## config.mk

```make
export PLATFORM = sky130hd
export DESIGN_NAME = uart_rx_buffer_ctrl
export DESIGN_NICKNAME = d
export VERILOG_FILES = /design/src/rtl/uart_rx_buffer_ctrl.sv
export SDC_FILE = /design/constraint.sdc
export NUM_CORES = 1
export LEC_CHECK = 0
export ABC_AREA = 1
export CAP_MARGIN = 0
export CORE_ASPECT_RATIO = 0.7
export CORE_MARGIN = 4
export CORE_UTILIZATION = 60
export CTS_BUF_LIST = sky130_fd_sc_hd__clkbuf_16
export CTS_CLUSTER_DIAMETER = 150
export DETAILED_ROUTE_END_ITERATION = 6
export PLACE_DENSITY = 0.79
export REMOVE_ABC_BUFFERS = 1
export SYNTH_ARGS = -nofsm -noshare
export SYNTH_HDL_FRONTEND = slang
export SYNTH_SLANG_ARGS = --single-unit
export TNS_END_PERCENT = 5
```

## constraint.sdc

```tcl
create_clock -name clk50Mhz -period 8.35 [get_ports clk50Mhz]
set_clock_uncertainty 0.05 [all_clocks]
set_input_delay 1.67 -clock clk50Mhz [delete_from_list [all_inputs] [get_ports clk50Mhz]]
set_output_delay 1.67 -clock clk50Mhz [all_outputs]
set_load 0.01 [all_outputs]
```

## src/rtl/uart_rx_buffer_ctrl.sv

```systemverilog
// UART receive FIFO exposed as a two-word CPU peripheral (DATA at 0, STATUS/CONTROL at 1).
// Optional idle timeout flag is enabled with `define UART_RX_TIMEOUT_EN.
module uart_rx_buffer_ctrl #(
    parameter int DEPTH_LOG2   = 4,
    parameter int IRQ_LEVEL    = 8,
    parameter int TIMEOUT_CLKS = 52083
) (
    input  logic        clk50Mhz,
    input  logic        reset,
    input  logic        rxValid,
    input  logic [7:0]  rxData,
    input  logic        cpuRd,
    input  logic        cpuWr,
    input  logic        cpuAddr,
    input  logic [15:0] cpuWData,
    output logic [15:0] cpuRData,
    output logic        irq
);
    localparam int DEPTH = 2 ** DEPTH_LOG2;
    localparam logic [DEPTH_LOG2:0] FULL_CNT = (DEPTH_LOG2 + 1)'(DEPTH);
    localparam logic [DEPTH_LOG2:0] IRQ_CNT  = (DEPTH_LOG2 + 1)'(IRQ_LEVEL);

    logic [7:0]          mem [DEPTH];
    logic [DEPTH_LOG2:0] wr_ptr, rd_ptr, wr_ptr_next, rd_ptr_next;
    logic [DEPTH_LOG2:0] count, count_next;
    logic                overflow, overflow_next;
    logic                timeout, timeout_next;
    logic                empty, full;
    logic                pop_req, pop, push, flush, clr_ovf, ovf_evt;
    logic                stat_rd, ctrl_wr;
    logic [7:0]          rd_byte;

    assign count   = wr_ptr - rd_ptr;
    assign empty   = (count == '0);
    assign full    = (count == FULL_CNT);
    assign rd_byte = mem[rd_ptr[DEPTH_LOG2-1:0]];

    assign pop_req = cpuRd && !cpuAddr;
    assign pop     = pop_req && !empty;
    assign stat_rd = cpuRd && cpuAddr;
    assign ctrl_wr = cpuWr && cpuAddr;
    assign flush   = ctrl_wr && cpuWData[1];
    assign clr_ovf = ctrl_wr && cpuWData[0];

    // A flush discards any byte arriving in the same cycle, so it neither
    // pushes nor counts as an overflow.
    assign push    = rxValid && !flush && (!full || pop);
    assign ovf_evt = rxValid && !flush && full && !pop;

    assign wr_ptr_next   = wr_ptr + {{DEPTH_LOG2{1'b0}}, push};
    assign rd_ptr_next   = flush ? wr_ptr : rd_ptr + {{DEPTH_LOG2{1'b0}}, pop};
    assign count_next    = wr_ptr_next - rd_ptr_next;
    assign overflow_next = ovf_evt || (overflow && !clr_ovf);

`ifdef UART_RX_TIMEOUT_EN
    localparam logic [16:0] TO_CNT = 17'(TIMEOUT_CLKS);

    logic [16:0] idle_cnt, idle_next;
    logic        clr_to, to_evt;

    assign clr_to = ctrl_wr && cpuWData[2];

    always_comb begin
        idle_next = idle_cnt;
        to_evt    = 1'b0;
        if (push || flush) begin
            idle_next = '0;
        end else if (!empty && idle_cnt < TO_CNT) begin
            idle_next = idle_cnt + 17'd1;
            // Only the step onto the limit sets the flag, so clearing it while
            // the counter sits saturated does not immediately re-set it.
            to_evt    = (idle_next == TO_CNT);
        end
    end

    assign timeout_next = to_evt || (timeout && !clr_to && !flush);

    always_ff @(posedge clk50Mhz) begin
        if (!reset) begin
            idle_cnt <= '0;
            timeout  <= 1'b0;
        end else begin
            idle_cnt <= idle_next;
            timeout  <= timeout_next;
        end
    end
`else
    assign timeout      = 1'b0;
    assign timeout_next = 1'b0;
`endif

    always_ff @(posedge clk50Mhz) begin
        if (push) begin
            mem[wr_ptr[DEPTH_LOG2-1:0]] <= rxData;
        end
    end

    always_ff @(posedge clk50Mhz) begin
        if (!reset) begin
            wr_ptr   <= '0;
            rd_ptr   <= '0;
            overflow <= 1'b0;
            irq      <= 1'b0;
            cpuRData <= 16'h0000;
        end else begin
            wr_ptr   <= wr_ptr_next;
            rd_ptr   <= rd_ptr_next;
            overflow <= overflow_next;
            irq      <= (count_next >= IRQ_CNT) || overflow_next || timeout_next;
            if (pop_req) begin
                cpuRData <= pop ? {7'b0, 1'b1, rd_byte} : 16'h0000;
            end else if (stat_rd) begin
                cpuRData <= {irq, overflow, timeout, 5'b0, 8'(count)};
            end
        end
    end
endmodule
```

==> flow_summary.json <==
{
  "outcome": "finished clean",
  "path_max_fanout": 11,
  "postCtsSetupRepairBufs": 0,
  "critPathTopFamily": "simple AND/OR/NAND/NOR gates",
  "drv_slew": 0,
  "viasPerCell": 5.50,
  "dr_wl_met3_mm": 1.33,
  "crit_slowest_cell": "clkdlybuf4s50_1",
  "drv_cap": 0,
  "cp.depth": 19,
  "place_hpwl_mm": 9.82,
  "max-slew-margin-rel": 0.334,
  "clock_path_buffers": 2,
  "synth_cells": 683,
  "r2r-start": "rd_ptr[3]",
  "timing.critical_path.to": "irq",
  "synth.distinct_cells": 30,
  "place.gp.congestion": 0.895,
  "antenna_cells": 0,
  "r2r_end": "irq",
  "worst-path-buf-inv": 4,
  "p_leak_nw": 3.03,
  "critPathLaunchType": "input port",
  "critPathMaxStageDelay_ns": 0.69,
  "grt_pass1_wl_mm": 24.0,
  "avgSynthCellArea_um2": 10.0,
  "crit_type": "in2reg",
  "hold_ws_ns": 0.418,
  "ctsResizeCount": 0,
  "irDropWorstVdd_v": 0.000165,
  "crit_arrival_ns": 5.16,
  "routed.top_layer": "met4",
  "setup_viol": 0,
  "ff2ff_setup_slack_ns": 3.58,
  "cts-root-buf": "clkbuf_16",
  "max_freq_ghz": 0.203,
  "rows": 32,
  "drt_pass1_iterations": 6,
  "grt_use_total": 0.240,
  "hold_path.class": "reg2reg",
  "rsz0062_at_grt": "false",
  "dieArea_mm2": 0.0132,
  "clock_latency_ns": 0.41,
  "wl_per_cell_um": 17.5,
  "ys_warn_count": 0,
  "startpoint": "cpuRd",
  "grt_max_degree": 89,
  "drc": 0,
  "period_needed_ns": 4.93,
  "cts_tree": "done",
  "die_w_um": 136,
  "cts.sinks": 151,
  "clk_pin_slew_ns": 0.06,
  "overflow": 0,
  "start_util": 0.617,
  "crit_chain": "clkdlybuf4s50_1 -> inv_2 -> nor2_1 -> inv_1 -> nor2_2 -> ha_1 -> or2_2 -> inv_1 -> a21oi_1 -> ha_1 -> fa_1 -> nor2_1 -> nor2_1 -> nand3_1 -> nand2_1 -> nand2_1 -> nand3_1 -> nor2_1 -> nor2_1",
  "ys_seq_area_frac": 0.629,
  "p_per_area_mw_per_mm2": 232,
  "finalWirelength_mm": 15.2,
  "finalSetupTns_ns": 0,
  "period_share": 0.590,
  "cts_hold_buffers": 0,
  "rr_worst_depth": 21,
  "synthArstFlopShare": 0,
  "cts_buffers": 17,
  "required_ns": 8.58,
  "core_mm2": 0.0111,
  "syn2layout_area_growth_pct": 11.5,
  "vias": 4788,
  "final_antenna_net_count": 0,
  "syn_area_mm2": 0.00685,
  "io_pins": 47,
  "fillers": 799,
  "first_global_vias": 4723,
  "antenna_found_initial": 0,
  "io_buffers": 27,
  "chipHeight_um": 97.4,
  "ys.flop_type": "edfxtp_1",
  "routed-wl-met2_mm": 7.21,
  "first_iter_violations": 478,
  "cpMostUsedCell": "nor2_1",
  "hold_viol": 0,
  "worstSetupEndpointType": "flip-flop",
  "wl_met1_mm": 6.45,
  "worst_slew_pin_slew_ns": 0.995,
  "drive_gt1_frac": 0.0794,
  "nNetsFinal": 749,
  "synth_edf_count": 128,
  "ys_seq_elements": 151,
  "cts-htree-levels": 4
}
final cells by class:
cell class	instances	area (um2)	share of cell area
Inverter	75	287	0.0375
Tap cell	153	191	0.0251
Timing Repair Buffer	29	285	0.0374
Clock inverter	15	73.8	0.00967
Multi-Input combinational cell	431	2060	0.270
Clock buffer	17	425	0.0557
Sequential cell	151	4310	0.564
cells in the final DEF (no fill, tap or decap), drive strengths merged:
master         netlist  layout
a21oi               34      34
xor2                 2       2
or2                  9       9
ha                  12      12
nand4                3       3
fa                   2       2
clkdlybuf4s50        0      27
clkinv               2      14
a211oi               1       1
dfxtp               23      23
edfxtp             128     128
clkbuf               2      17
buf                 28       2
inv                 73      75
nand3               74      74
o21ai                8       8
nand2              199     199
o211ai              14      14
nor2                68      68
clkinvlp             0       1
conb                 1       5
through the flow:
| step | util | std cells | power (mW) | instance area, um2 | setup WS, ns |
|---|---|---|---|---|---|
| after floorplan | - | 657 | 1.04 | 6650 | 3.48 |
| after global placement | 0.643 | 839 | 1.12 | 7130 | 3.16 |
| after detailed placement | 0.643 | 839 | 1.13 | 7130 | 3.11 |
| after CTS | 0.688 | 871 | 1.77 | 7630 | 3.51 |
| after global routing | 0.688 | 871 | 1.85 | 7630 | 3.18 |
| final | 0.688 | 871 | 1.77 | 7630 | 3.42 |
worst min-delay path, stage by stage, from the launching register on:
cell and delay (ns):
dfxtp_1 0.31, nand2_1 0.06, a21oi_1 0.05
registers in the layout, summed over array words and instances, names as in the netlist:
name	count
cpuRData	11
irq	1
mem	128
overflow	1
rd_ptr	5
wr_ptr	5
worst min path at each step:
stage                 startpoint            to  slack, ns  depth (start not counted)
floorplan               overflow  cpuRData[14]       0.41                          2
global placement    cpuRData[15]  cpuRData[15]       0.40                          2
finish              cpuRData[14]  cpuRData[14]       0.42                          2
global route        cpuRData[14]  cpuRData[14]       0.45                          2
CTS                 cpuRData[15]  cpuRData[15]       0.42                          2
detailed placement  cpuRData[15]  cpuRData[15]       0.41                          2
cells by family (layout without fill, tap and decap cells):
logic type | after synthesis | after routing | synth area share
simple gates | 353 | 353 | 0.216
fa+ha+maj | 14 | 14 | 0.0278
xor+xnor | 2 | 2 | 0.00256
flops | 151 | 151 | 0.629
compound gates | 57 | 57 | 0.0525
other cells | 1 | 5 | 0.000548
buf+inv | 105 | 136 | 0.0720
metal layers:
| metal | vias up | GRT usage |
|---|---|---|
| met2 | 217 | 0.386 |
| met4 | 0 | 0.0790 |
| met5 | - | 0 |
| met3 | 27 | 0.0652 |
| li1 | 2299 | - |
| met1 | 2245 | 0.320 |
power breakdown:
group	leakage (nW)	internal (mW)	total, mW	switching, mW
Combinational	1.43	0.0860	0.266	0.180
Sequential	1.34	0.841	0.852	0.0111
Clock	0.258	0.368	0.650	0.282
synth_stat cells (7+ instances only):
cell type | instances | area [um2]
nand2_1 | 198 | 743
edfxtp_1 | 128 | 3840
nand3_1 | 73 | 365
inv_1 | 69 | 259
nor2_1 | 65 | 244
a21oi_1 | 27 | 135
dfxtp_1 | 23 | 460
buf_2 | 14 | 70.1
ha_1 | 12 | 150
o211ai_1 | 12 | 90.1
buf_4 | 10 | 75.1
or2_2 | 9 | 56.3
o21ai_0 | 8 | 40.0
a21oi_2 | 7 | 61.3
No activity file was read; power rests on OpenSTA's default activity.
